==> src/rtl/ram2video_multimode.sv <==
// ram2video_multimode
// Raster timing generator and circular line-buffer reader. Produces hsync,
// vsync and DrawArea from parameters, issues line-buffer read addresses with
// optional horizontal pixel repeat, line doubling and an extra line per frame,
// and aligns colour/sync outputs with the 2-clock RAM read latency.
// Optional feature: define RAM2VIDEO_TESTPATTERN_EN to add a test_mode input
// that replaces the RAM colour with eight vertical colour bars.
module ram2video_multimode #(
    parameter int H_VISIBLE      = 720,
    parameter int H_TOTAL        = 858,
    parameter int H_SYNC_START   = 736,
    parameter int H_SYNC_WIDTH   = 62,
    parameter int V_VISIBLE      = 480,
    parameter int V_TOTAL        = 525,
    parameter int V_SYNC_START   = 489,
    parameter int V_SYNC_WIDTH   = 6,
    parameter int H_OFFSET       = 40,
    parameter int V_OFFSET       = 0,
    parameter int SRC_LINE_WIDTH = 640,
    parameter int BUFFER_LINES   = 4,
    parameter int ADDR_BITS      = 12,
    parameter int DATA_BITS      = 24,
    parameter bit HSYNC_POL      = 1'b0,
    parameter bit VSYNC_POL      = 1'b0
) (
    input  logic                   clock,
    input  logic                   reset,
    input  logic                   starttrigger,
    input  logic                   pixel_repeat,
    input  logic                   line_doubler,
    input  logic                   add_line,
`ifdef RAM2VIDEO_TESTPATTERN_EN
    input  logic                   test_mode,
`endif
    input  logic [DATA_BITS-1:0]   rddata,
    output logic [ADDR_BITS-1:0]   rdaddr,
    output logic [DATA_BITS/3-1:0] red,
    output logic [DATA_BITS/3-1:0] green,
    output logic [DATA_BITS/3-1:0] blue,
    output logic                   hsync,
    output logic                   vsync,
    output logic                   DrawArea,
    output logic                   frame_start,
    output logic                   line_done,
    output logic                   running
);

    localparam int XW = $clog2(H_TOTAL);
    localparam int YW = $clog2(V_TOTAL + 1);
    localparam int CW = DATA_BITS / 3;
    localparam logic [XW-1:0] X_LAST     = XW'(H_TOTAL - 1);
    localparam logic [YW-1:0] Y_LAST_STD = YW'(V_TOTAL - 1);
    localparam logic [YW-1:0] Y_LAST_ADD = YW'(V_TOTAL);

    typedef enum logic {ST_WAIT, ST_RUN} state_t;

    state_t        state;
    state_t        state_next;
    logic [XW-1:0] x;
    logic [YW-1:0] y;
    logic [XW-1:0] x1;
    logic [YW-1:0] y1;
    logic          v1;
    logic [XW-1:0] x2;
    logic [YW-1:0] y2;
    logic          v2;
    logic          pixel_repeat_q;
    logic          line_doubler_q;
    logic          add_line_q;
    logic          mode_changed;
    logic [YW-1:0] y_last;
    int            dx;
    int            dy;
    int            sx;
    int            sy;
    logic          in0;
    int            x2i;
    int            y2i;
    logic          in2;
    logic          hs_act;
    logic          vs_act;
`ifdef RAM2VIDEO_TESTPATTERN_EN
    localparam int BAR_W_RAW = (H_VISIBLE - 2 * H_OFFSET) / 8;
    localparam int BAR_W     = (BAR_W_RAW < 1) ? 1 : BAR_W_RAW;
    int            bar;
    logic [2:0]    bar_rgb;
`endif

    // Border region shared by the address stage and the colour stage
    function automatic logic in_border(input int px, input int py);
        return (px >= H_OFFSET) && (px < H_VISIBLE - H_OFFSET) &&
               (py >= V_OFFSET) && (py < V_VISIBLE - V_OFFSET);
    endfunction

    // Registered copy of the mode inputs; a difference means the mode changed
    always_ff @(posedge clock) begin
        pixel_repeat_q <= pixel_repeat;
        line_doubler_q <= line_doubler;
        add_line_q     <= add_line;
    end

    assign mode_changed = (pixel_repeat != pixel_repeat_q) ||
                          (line_doubler != line_doubler_q) ||
                          (add_line != add_line_q);

    // State register
    always_ff @(posedge clock) begin
        if (!reset) begin
            state <= ST_WAIT;
        end else begin
            state <= state_next;
        end
    end

    // Next state: arm on starttrigger, fall back to WAIT on any mode change
    always_comb begin
        state_next = state;
        if (mode_changed) begin
            state_next = ST_WAIT;
        end else begin
            case (state)
                ST_WAIT: if (starttrigger) state_next = ST_RUN;
                ST_RUN:  state_next = ST_RUN;
                default: state_next = ST_WAIT;
            endcase
        end
    end

    // FSM outputs
    always_comb begin
        running = (state == ST_RUN);
    end

    assign y_last = add_line_q ? Y_LAST_ADD : Y_LAST_STD;

    // Raster counters: held at 0 outside RUN, so the first RUN clock is X=0,Y=0
    always_ff @(posedge clock) begin
        if (!reset || state != ST_RUN || state_next != ST_RUN) begin
            x <= '0;
            y <= '0;
        end else if (x == X_LAST) begin
            x <= '0;
            y <= (y == y_last) ? '0 : y + YW'(1);
        end else begin
            x <= x + XW'(1);
        end
    end

    // Stage 0: source pixel/line lookup and read address into the circular buffer
    always_comb begin
        dx        = int'(x) - H_OFFSET;
        dy        = int'(y) - V_OFFSET;
        sx        = dx >> pixel_repeat_q;
        sy        = dy >> line_doubler_q;
        in0       = (state == ST_RUN) && in_border(int'(x), int'(y));
        rdaddr    = '0;
        line_done = 1'b0;
        if (in0) begin
            rdaddr    = ADDR_BITS'((sy & (BUFFER_LINES - 1)) * SRC_LINE_WIDTH + sx);
            line_done = (sx == SRC_LINE_WIDTH - 1) &&
                        (!pixel_repeat_q || !dx[0]) &&
                        (!line_doubler_q || dy[0]);
        end
    end

    // Stages 1 and 2 track the RAM latency; a flush makes outputs idle next clock
    always_ff @(posedge clock) begin
        if (!reset || mode_changed) begin
            x1 <= '0;
            y1 <= '0;
            v1 <= 1'b0;
            x2 <= '0;
            y2 <= '0;
            v2 <= 1'b0;
        end else begin
            x1 <= x;
            y1 <= y;
            v1 <= (state == ST_RUN);
            x2 <= x1;
            y2 <= y1;
            v2 <= v1;
        end
    end

    // Stage 2 outputs: colour, syncs and frame markers aligned with rddata
    always_comb begin
        x2i    = int'(x2);
        y2i    = int'(y2);
        in2    = v2 && in_border(x2i, y2i);
        hs_act = v2 && (x2i >= H_SYNC_START) && (x2i < H_SYNC_START + H_SYNC_WIDTH);
        vs_act = v2 && (((y2i == V_SYNC_START) && (x2i >= H_SYNC_START)) ||
                        ((y2i > V_SYNC_START) && (y2i < V_SYNC_START + V_SYNC_WIDTH)) ||
                        ((y2i == V_SYNC_START + V_SYNC_WIDTH) && (x2i < H_SYNC_START)));
        hsync       = hs_act ? HSYNC_POL : ~HSYNC_POL;
        vsync       = vs_act ? VSYNC_POL : ~VSYNC_POL;
        DrawArea    = v2 && (x2i < H_VISIBLE) && (y2i < V_VISIBLE);
        frame_start = v2 && (x2i == 0) && (y2i == 0);
        red         = '0;
        green       = '0;
        blue        = '0;
`ifdef RAM2VIDEO_TESTPATTERN_EN
        bar     = (x2i - H_OFFSET) / BAR_W;
        bar_rgb = 3'b000;
        case (bar)
            0:       bar_rgb = 3'b111;
            1:       bar_rgb = 3'b110;
            2:       bar_rgb = 3'b011;
            3:       bar_rgb = 3'b010;
            4:       bar_rgb = 3'b101;
            5:       bar_rgb = 3'b100;
            6:       bar_rgb = 3'b001;
            default: bar_rgb = 3'b000;
        endcase
        if (in2 && test_mode) begin
            red   = {CW{bar_rgb[2]}};
            green = {CW{bar_rgb[1]}};
            blue  = {CW{bar_rgb[0]}};
        end else
`endif
        if (in2) begin
            red   = rddata[DATA_BITS-1 -: CW];
            green = rddata[DATA_BITS-CW-1 -: CW];
            blue  = rddata[CW-1:0];
        end
    end

endmodule

==> config.mk <==
export PLATFORM = sky130hd
export DESIGN_NAME = ram2video_multimode
export DESIGN_NICKNAME = d
export VERILOG_FILES = /design/src/rtl/ram2video_multimode.sv
export SDC_FILE = /design/constraint.sdc
export NUM_CORES = 1
export LEC_CHECK = 0
export ABC_AREA = 1
export BUFFER_PORTS_ARGS = -buffer_cell sky130_fd_sc_hd__buf_2
export CORE_ASPECT_RATIO = 1.5
export CORE_UTILIZATION = 59
export DETAILED_ROUTE_END_ITERATION = 8
export PLACE_DENSITY = 0.85
export SETUP_SLACK_MARGIN = 0.15
export SKIP_CTS_REPAIR_TIMING = 1
export SYNTH_ARGS = -nofsm -noshare
export SYNTH_HDL_FRONTEND = slang
export SYNTH_SLANG_ARGS = --single-unit
==> constraint.sdc <==
create_clock -name clock -period 5.2 [get_ports clock]
set_input_delay 1.04 -clock clock [delete_from_list [all_inputs] [get_ports clock]]
set_output_delay 1.04 -clock clock [all_outputs]
set_load 0.005 [all_outputs]
Word-level counts from Yosys, hierarchy flattened:

Cells that the tools add are included.

* output and inout bits: 42
* input bits: 30
* word-level logic and storage cells: 87
* register bits after elaboration: 66

* reduce and logical (&&, ||, !) cells: 34
* shift operators: 2
* $add $sub $neg: 4
* $lt $le $gt $ge: 12
* mux-type cells: 12
* eq/ne operators: 8
* multipliers: 1
* bitwise gates (word level): 2

Operators with widths (number)
* $lt 10x10->1 const B: 5
* $eq 32x11->1 const B: 1
* $shr 32x1->32: 1
* $eq 10x10->1 const B: 3
* $lt 10x9->1 const B: 3
* $mux 8: 3
* $add 10x1->10 const B: 2
* $ge 10x6->1 const B: 2
* $logic_not 10->1: 2
* $logic_and 1x1->1: 18
* $add 12x12->12: 1
* $mux 12: 1
* $sub 10x6->11 const B: 1
* $eq 10x10->1: 1
* $ge 10x10->1 const B: 1
* $gt 10x9->1 const B: 1
* $mux 10: 1
* $shr 10x1->2: 1
* $logic_or 1x1->1: 9
* $mux 1: 6
* $mul 2x3->5 const B: 1
* $logic_not 1->1: 4
* $ne 1x1->1: 3
* $not 1->1: 2
* other kinds (2): 2

Depth between registers and ports, before layout:

Gate-level depths: netlist of run 1.

* depth after elaboration: 7
* depth in mapped cells: 14
* gate-level depth less buffers: 14

Worst setup path before layout of run 1:

OpenSTA, ideal clock, no wires.

* kind: register to output
* from: reg x[3]
* to: out rdaddr[11]
* path buffers: 0
* arrival: 2.244 ns
* stages on the path, launching flop included: 15
* required time: 4.160 ns
* slack: 1.916 ns
* cells stage by stage: dfxtp_1 -> inv_2 -> ha_1 -> inv_1 -> nand2_1 -> nand2_1 -> xor2_1 -> o21ai_0 -> ha_1 -> fa_1 -> nand2_1 -> nand2_1 -> a21oi_1 -> xor2_1 -> nor2_1

* longest elaborated chain between the ends: 5
* elaborated cells on any way between the ends: 9
* those cells by class: add/sub (2); order compare (2); shift (1); mux (1); reduce/logical (3)

RTL lines
* from (decl): RTL line 59 `logic [XW-1:0] x;`
* from (signal assigned): RTL line 145 `x <= x + XW'(1);`
* parallel branches: the longest is 4 deep, another holds $add 12x12->12
* $mux 12 *: RTL line 158 `if (in0) begin`
* to (decl): RTL line 36 `output logic [ADDR_BITS-1:0] rdaddr,`

Every way passes the cells marked *.

Final worst setup path of run 1:

Same ends and word-level chain as after synthesis.

==> results of run 1 <==
-- cell usage after synthesis (all sizes together) --
cell type	instances	area (um^2)
nor2	120	468.0
inv	90	340.3
nand2	83	314.1
dfxtp	66	1321
nand3	24	125.1
o21ai	19	95.09
nor3	17	115.1
xor2	12	105.1
a21oi	11	58.81
buf	11	60.05
ha	11	137.6
nand4	9	77.57
or2	4	25.03
a211oi	2	25.02
clkbuf	2	7.510
nand3b	2	15.01
nor4	2	12.51
o211ai	2	15.01
a31o	1	8.760
and2	1	6.260
fa	1	20.02
nor2b	1	6.260
nor3b	1	12.51
o2111ai	1	8.760
xnor2	1	8.760
-- power by group through the flow --
| stage | Clock, mW | Combinational, mW | Sequential, mW |
|---|---|---|---|
| detailed placement | 0 | 0.0337 | 0.521 |
| floorplan | 0 | 0.0207 | 0.520 |
| global route | 0.460 | 0.0384 | 0.510 |
| global placement | 0 | 0.0328 | 0.521 |
| CTS | 0.440 | 0.0339 | 0.510 |
| finish | 0.435 | 0.0336 | 0.510 |
-- final cells by class --
type / instances / share of cell area (%)
Sequential cell: 66 / 33.22
Inverter: 90 / 8.556
Clock inverter: 4 / 1.258
Clock buffer: 12 / 3.901
Multi-Input combinational cell: 325 / 41.74
Tap cell: 70 / 2.202
Timing Repair Buffer: 72 / 9.122
-- stage by stage --
| stage | utilization [%] | instances |
|---|---|---|
| 2_1_floorplan | - | 494 |
| 3_5_place_dp | 68.69 | 623 |
| 5_1_grt | 72.43 | 639 |
| 6_report | 72.43 | 639 |
| 3_3_place_gp | 68.69 | 623 |
| 4_1_cts | 72.43 | 639 |
-- routing by layer --
layer	GRT usage, %	vias up	routed length, um
met1	23.60	1351	2703
li1	-	1652	-
met5	0	-	0
met4	14.96	0	275
met2	46.19	130	3527
met3	5.072	24	432
-- registers in the layout, summed over array words and instances (netlist names), 10 cells and up --
name and cells:
x 10, x1 10, x2 10, y 10, y1 10, y2 10
-- cell usage in the layout, fill, tap and decap left out, types with 3 or more instances in the layout --
master / instances
nor3_1: 11
o21ai_1: 5
nand4_1: 7
nor3_2: 6
xor2_1: 12
a21oi_1: 10
nor2_1: 117
dfxtp_1: 66
or2_1: 3
nand3_1: 23
buf_2: 71
nand2_1: 82
inv_2: 5
inv_1: 84
o21ai_0: 14
clkbuf_8: 11
ha_1: 11
-- final timing paths --
kind	from	slack, ns	endpoint	cells after the start
min reg2reg	x1[5]	0.40	x2[5]	2
max reg2reg	pixel_repeat_q	3.32	running	6
max	x[3]	1.09	rdaddr[11]	15
min	x1[5]	0.40	x2[5]	2
-- logic make-up (layout without fill, tap and decap cells) --
group                      Yosys count  after routing  share of synthesized area, %
AOI/OAI and AO/OA                   36             36                         6.238
xor gates and xnor gates            13             13                         3.359
adders and majority gates           12             12                         4.651
buffers and inverters              103            178                         12.03
DFF                                 66             66                         38.98
and+or+nand+nor                    264            264                         34.74
-- worst max-delay path, cell delays in order, from the launching register on --
cell and delay, ns:
dfxtp_1 0.52, inv_2 0.11, ha_1 0.22, inv_1 0.05, nand2_1 0.09, nand2_1 0.12
xor2_1 0.20, o21ai_0 0.13, ha_1 0.24, fa_1 0.39, nand2_1 0.09, nand2_1 0.05
a21oi_1 0.15, xor2_1 0.16, nor2_1 0.05, buf_2 0.14
==> summary.txt, run 1 <==
Run status
  – Outcome: complete, no violations

Drt
  – Drt pass-1 iters: 5
  – Residual DRC count: 0
  – WL per Instance: approximately 11 um
  – Drt initial violations: 116
  – Antenna Nets Post-Route: 0
  – DR vias/cell: between 4 and 5
  – Via count: around 3200
  – Routed WL: 6.938 mm

Floorplanning
  – Starting Density: between 60% and 70%
  – # IOs: roughly 70
  – Die Height: between 90 and 100 um
  – Die area: 6058 um^2
  – Row cnt: 33
  – DIE WIDTH: between 60 and 70 um
  – Core ar.: 5492 um^2

Synth
  – Post-synth cell types: 38
  – Post-synthesis cell count: ~490
  – Post-Syn Area per Cell: approximately 6.9 um^2
  – Post-Syn Nets: roughly 540
  – Post-Syn Area: between 3000 and 4000 um^2
  – Sequential share of the synthesized area: between 30% and 40%
  – Yosys Warn Count: 0
  – #FFs+latches synth: 66

Finish
  – Finished Cell Area: roughly 4000 um^2
  – Share of layout cells above drive strength 1: roughly 20%
  – Number of fill cells: approximately 450
  – Antenna Cells: 0
  – Nets@finish: 606
  – Synth-to-Final Area Change: 17.35%
  – Register area: approximately 1300 um^2
  – Area occupied by multi-input gates: 1660 um^2

Power and ir drop
  – Comb power frac: between 3 and 4%
  – Internal power: just under 0.8 mW
  – Worst vdd ir: between 100 and 150 uV
  – Pwr Density: between 200 and 250 nW/um^2
  – Seq pwr share: 52.1%
  – Switch Pwr: 0.2095 mW
  – Net Sw Frac: 21.43%
  – Power, Total: between 0.9 and 1 mW
  – Leakage: around 1.8 nW
  – Clock power share: between 40% and 50%

Timing
  – Final Slew Violations: 0
  – Crit share post-route: between 70% and 80%
  – Max frequency: approximately 240 MHz
  – Worst Skew: approximately 0.0077 ns
  – Min cycle time layout: 4.107 ns
  – RSZ-0062 raised after global routing: false
  – Final hold violation count: 0
  – Worst hold slack: around 0.40 ns
  – Final WS setup: roughly 1.1 ns
  – Worst slew margin: 53.35%
  – Final setup vio count: 0
  – Worst Tran Pin Value: between 0.6 and 0.7 ns
  – Setup TNS: 0 ns

Global routing
  – Grt total ovfl: 0
  – GR Util All Layers: around 24%
  – First-pass GRT wire length: approximately 11 mm
  – Largest net degree at the start of global routing: 43
  – Antenna violations before repair: 0
  – Vias in the first global route: between 2000 and 3000

Clock network
  – CTS root buffer: clkbuf_8
  – CTS tree: built
  – H-tree levels: 3
  – Clock tree buffer depth: 2
  – Clock latency on the worst-skew pair: ~0.34 ns
  – Cts bufs inserted: 9
  – Clock Pin Slew Worst Setup and Hold Paths: approximately 0.07 ns
  – # clock sinks: 66

Critical path
  – Crit Path Max Fanout: 9
  – Worst EP required: 4.16 ns
  – Critical Path AT: around 3.1 ns
  – CP Capture Type: output port
  – WS Path Type: flip-flop to output port
  – Startpoint Class: flip-flop

Placed design
  – DP HPWL: between 5 and 6 mm
  – GPL Wtd Cong: ~0.88
  – Placed cell areas: between 3000 and 4000 um^2
  – Place WS: around 1.5 ns
  – PortBufs: just over 70

Hold path
  – Worst Hold Class: flip-flop to flip-flop

Job
  – Max-Cap Viols: 0
(Power assumes the default switching activity.)
==> run 2: changes to the inputs <==
CORE_UTILIZATION = 49   (was 59)
PLACE_DENSITY = 0.76   (was 0.85)
clock period = 3.6 ns   (was 5.2 ns; I/O delays follow)
==> run 2 against run 1 <==
Die area up 20%. Critical path depth unchanged. Largest cell class unchanged. Register-to-register slack worse by 1.6 ns. First-iteration DRC count down 33%. Global-route usage down 3.7 points. Cell area up 2.8%.
==> summary.txt, run 2 (synthesis gave the netlist of run 1 again) <==
Run status
  – Outcome: complete, no violations

Timing
  – Final setup vio count: 0
  – Worst Skew: between 0.007 and 0.008 ns
  – Worst slew margin: a little over half
  – Min cycle time layout: ~3.3 ns
  – Final Slew Violations: 0
  – Worst Tran Pin Value: between 0.6 and 0.7 ns
  – Max frequency: around 300 MHz
  – Final WS setup: roughly 0.26 ns
  – Crit share post-route: between 90 and 100%
  – Final hold violation count: 0
  – RSZ-0062 raised after global routing: false
  – Setup TNS: 0 ns

Clock network
  – H-tree levels: 3
  – # clock sinks: 66
  – Clock latency on the worst-skew pair: approximately 0.34 ns
  – CTS tree: built
  – Clock tree buffer depth: 2
  – Cts bufs inserted: 9
  – CTS root buffer: clkbuf_8
  – Clock Pin Slew Worst Setup and Hold Paths: 0.07 ns

Drt
  – DR vias/cell: around 4.9
  – WL per Instance: about 11 um
  – Antenna Nets Post-Route: 0
  – Routed WL: roughly 7.3 mm
  – Via count: between 3000 and 4000
  – Drt pass-1 iters: 4
  – Residual DRC count: 0
  – Drt initial violations: just under 80

Floorplanning
  – Starting Density: 51.54%
  – DIE WIDTH: ~70 um
  – Core ar.: between 6000 and 7000 um^2
  – Row cnt: 36
  – Die area: 7261 um^2
  – Die Height: 103.9 um
  – # IOs: 72

Critical path
  – Critical Path Max Stage Delay: about 0.39 ns
  – Setup crit start: x[3]
  – Worst r2r dst: running
  – Crit-path slowest cell: dfxtp_4
  – R2r setup slk: between 1.5 and 2 ns
  – CP Capture Type: output port
  – WS Path Type: flip-flop to output port
  – Critical Path AT: 2.62 ns
  – R2R Path Start: pixel_repeat_q
  – Startpoint Class: flip-flop
  – CP most frequent cell: nand2_2
  – Worst EP required: 2.88 ns
  – R2R depth: 6
  – CP endpoint: rdaddr[11]
  – Crit Path Max Fanout: 6
  – Critical Path, Cell by Cell: inv_4, ha_4, inv_2, nand2_4, nand2_2, xor2_2, o21ai_1, ha_2, fa_2, nand2_2, nand2_2, a21oi_2, xor2_1, nor2_1, buf_2

Finish
  – Synth-to-Final Area Change: 20.67%
  – Post-layout util: between 60 and 70%
  – Most frequent cells in the layout: nor2_1 (117), inv_1 (82), nand2_1 (78), buf_2 (71), dfxtp_1 (64)
  – Layout Cells excl Fill: around 650
  – Nets@finish: 613
  – Number of fill cells: between 500 and 600
  – Commonest non-fill, non-tap cell in the layout: nor2_1
  – Share of layout cells above drive strength 1: 23.09%
  – Antenna Cells: 0

Global routing
  – Antenna violations before repair: 0
  – GR Util All Layers: 20.64%
  – First-pass GRT wire length: around 12 mm
  – Largest net degree at the start of global routing: 43
  – Vias in the first global route: around 2900
  – Grt total ovfl: 0

Job
  – Max-Cap Viols: 0

Power and ir drop
  – Pwr Density: 333.5 nW/um^2
  – Leakage: between 1.5 and 2 nW
  – Worst vdd ir: about 260 uV

Placed design
  – PortBufs: 71
  – Cells after DPL: 629
  – GPL Wtd Cong: roughly 0.93
  – Place WS: 0.2625 ns
  – DP HPWL: 5.424 mm

Hold path
  – Worst Hold Class: flip-flop to flip-flop
==> run 2: cell count changes in the layout (fill, tap and decap cells not counted), moves of 3 or more <==
| cell | previous run | this run |
|---|---|---|
| clkinv_2 | 1 | 4 |
| nand2_2 | 1 | 4 |
| buf_4 | 1 | 7 |
| nand2_1 | 82 | 78 |
==> run 2: worst min path at each step <==
| stage | startpoint | end | slack, ns | cells after the start |
|---|---|---|---|---|
| global route | y1[9] | y2[9] | 0.42 | 2 |
| finish | v1 | v2 | 0.41 | 2 |
| global placement | x1[9] | x2[9] | 0.40 | 2 |
| detailed placement | v1 | v2 | 0.40 | 2 |
| CTS | v1 | v2 | 0.41 | 2 |
| floorplan | v1 | v2 | 0.39 | 2 |
==> run 2: power by group <==
group          total [mW]  internal [mW]  switching [mW]
clock network       0.580          0.315           0.265
registers           0.735          0.731         0.00406
logic              0.0492         0.0212          0.0280
==> run 2: worst max-delay path, delay by kind of cell, from the launching register on <==
kind                       cells  cell delay, ns
xor gates and xnor gates       2            0.31
and+or+nand+nor                5            0.34
DFF                            1            0.39
buffers and inverters          3            0.26
AOI/OAI and AO/OA              2            0.25
adders and majority gates      3            0.74
==> run 2: cell type report <==
cell class              count  area, um^2  area share, %
inverters                  90       345.3          8.443
well taps                  76       95.09          2.325
multi-input cells         325        1708          41.76
clock buffers              10       127.6          3.120
flip-flops and latches     66        1329          32.49
repair buffers             79       427.9          10.46
clock inverters             6       57.56          1.407
==> run 2: layer usage <==
metal  up-vias  global-route usage, %  wire length (um)
li1       1664                      -                 -
met4         0                  9.000               176
met3        16                  4.554               437
met5         -                      0                 0
met2       113                  38.74              3820
met1      1386                  21.38              2852
==> run 2: per-stage QoR <==
step	power (mW)	hold slack, ns	instance area [um^2]
floorplan	0.7808	0.3936	3390
global placement	0.8006	0.3969	3780
detailed placement	0.8019	0.3982	3780
CTS	1.383	0.4091	3965
global route	1.417	0.4226	4090
finish	1.364	0.4074	4090
==> run 3: changes to the inputs <==
PLACE_DENSITY = not set   (was 0.76)
PLACE_DENSITY_LB_ADDON = 0.15   (was not set)
==> run 3 against run 2 <==
Sequential share of layout area increased by 0.070 points. Critical path type unchanged. Clock power increased by 1%. Routed wire length decreased by 1.5%. Fmax about the same. Combinational power decreased by 1%. Total power increased by 0.42%.
==> summary.txt, run 3 (synthesis gave the netlist of run 1 again) <==
Placed design
  – DP HPWL: about 5.3 mm
  – Placed cell areas: about 3800 um^2
  – GPL Wtd Cong: just under 0.9
  – PortBufs: 71
  – Cells after DPL: about 630

Finish
  – Synth-to-Final Area Change: 20.41%
  – Share of layout cells above drive strength 1: a little under a quarter
  – Number of fill cells: 617
  – Antenna Cells: 0
  – Most frequent cells in the layout: nor2_1 (117), inv_1 (82), nand2_1 (77), buf_2 (71), dfxtp_1 (64)
  – Area occupied by multi-input gates: ~1700 um^2
  – Register area: around 1300 um^2
  – Finished Cell Area: just over 4000 um^2
  – Nets@finish: a little over 600
  – Layout Cells excl Fill: 652
  – Commonest non-fill, non-tap cell in the layout: nor2_1

Drt
  – Via count: around 3200
  – Drt pass-1 iters: 4
  – Residual DRC count: 0
  – Drt initial violations: 97
  – DR vias/cell: 4.857
  – Antenna Nets Post-Route: 0
  – WL per Instance: 11.00 um
  – Routed WL: ~7 mm

Power and ir drop
  – Clock power share: between 40 and 50%
  – Comb power frac: 3.6%
  – Leakage: around 1.9 nW
  – Internal power: between 1 and 1.5 mW
  – Worst vdd ir: approximately 220 uV
  – Pwr Density: about 340 nW/um^2
  – Net Sw Frac: 21.92%
  – Power, Total: between 1 and 1.5 mW
  – Seq pwr share: between 50% and 60%
  – Switch Pwr: about 0.3 mW

Floorplanning
  – Die Height: about 100 um
  – # IOs: between 70 and 80
  – Row cnt: 36
  – Core ar.: 6576 um^2
  – Starting Density: a little over 50%
  – Die area: around 7300 um^2
  – DIE WIDTH: between 60 and 70 um

Hold path
  – Worst Hold Class: flip-flop to flip-flop

Global routing
  – Antenna violations before repair: 0
  – First-pass GRT wire length: approximately 12 mm
  – Grt total ovfl: 0
  – Largest net degree at the start of global routing: between 40 and 50
  – GR Util All Layers: between 20 and 25%
  – Vias in the first global route: 2861

Timing
  – Worst slew margin: a little over half
  – Max frequency: about 300 MHz
  – Crit share post-route: 92.91%
  – Final Slew Violations: 0
  – Final hold violation count: 0
  – Worst hold slack: ~0.4 ns
  – Worst Skew: roughly 0.010 ns
  – Min cycle time layout: approximately 3.3 ns
  – Final setup vio count: 0
  – Worst Tran Pin Value: 0.6989 ns
  – RSZ-0062 raised after global routing: false
  – Setup TNS: 0 ns

Critical path
  – Startpoint Class: flip-flop
  – Crit Path Max Fanout: 6
  – WS Path Type: flip-flop to output port
  – Worst EP required: roughly 2.9 ns
  – CP Capture Type: output port
  – Critical Path AT: 2.62 ns

Clock network
  – Clock latency on the worst-skew pair: 0.33 ns
  – Cts bufs inserted: 9
  – CTS root buffer: clkbuf_8
  – # clock sinks: 66
  – H-tree levels: 3
  – Clock Pin Slew Worst Setup and Hold Paths: around 0.07 ns
  – Clock tree buffer depth: 2
  – CTS tree: built

Job
  – Max-Cap Viols: 0

Run status
  – Outcome: complete, no violations
[run 3: cell types whose count changed in the layout (fill, tap and decap cells not counted), sizes merged]
cell,change
clkbuf,+1
clkinv,-2
clkinvlp,+1
[run 3: final timing paths]
path | slack (ns) | cells past startpoint | endpoint | start
setup / recovery | 0.26 | 15 | rdaddr[11] | x[3]
hold reg to reg | 0.40 | 2 | x2[6] | x1[6]
hold / removal | 0.40 | 2 | x2[6] | x1[6]
setup reg to reg | 1.70 | 6 | running | pixel_repeat_q
[run 3: power groups by stage]
stage | Sequential [mW] | Clock [mW] | Combinational (mW)
floorplan | 0.751 | 0 | 0.0299
global placement | 0.753 | 0 | 0.0475
detailed placement | 0.753 | 0 | 0.0482
CTS | 0.736 | 0.598 | 0.0485
global route | 0.735 | 0.635 | 0.0556
finish | 0.735 | 0.586 | 0.0486
[run 3: area by class of cell]
| type | count | share of cell area, % |
|---|---|---|
| clock buffers | 11 | 3.219 |
| inverters | 90 | 8.400 |
| repair buffers | 79 | 10.18 |
| multi-input cells | 325 | 41.97 |
| clock inverters | 5 | 1.349 |
| flip-flops and latches | 66 | 32.56 |
| well taps | 76 | 2.330 |
[run 3: per-layer routing]
metal / vias up / part of all wire (%) / global-route usage (%)
li1: 1661 / - / -
met1: 1378 / 40 / 22.39
met2: 111 / 51 / 36.68
met3: 17 / 5.4 / 4.167
met4: 0 / 2.8 / 10.14
met5: - / 0 / 0
[run 3: metrics by stage]
step | utilization, % | setup WS, ns
3_5_place_dp | 57.48 | 0.3047
3_3_place_gp | 57.48 | 0.3585
2_1_floorplan | - | 0.6361
4_1_cts | 60.31 | -0.08951
6_report | 62.06 | 0.2551
5_1_grt | 62.06 | 0.1171
[run 3: critical path, stage by stage, from the launching register on]
cell and delay (ns):
dfxtp_4 0.40, inv_4 0.06, ha_4 0.16, inv_2 0.05, nand2_2 0.06, nand2_2 0.12, xor2_2 0.16, o21ai_1 0.10
ha_2 0.20, fa_2 0.37, nand2_2 0.08, nand2_2 0.05, a21oi_2 0.14, xor2_1 0.15, nor2_1 0.05, buf_2 0.14
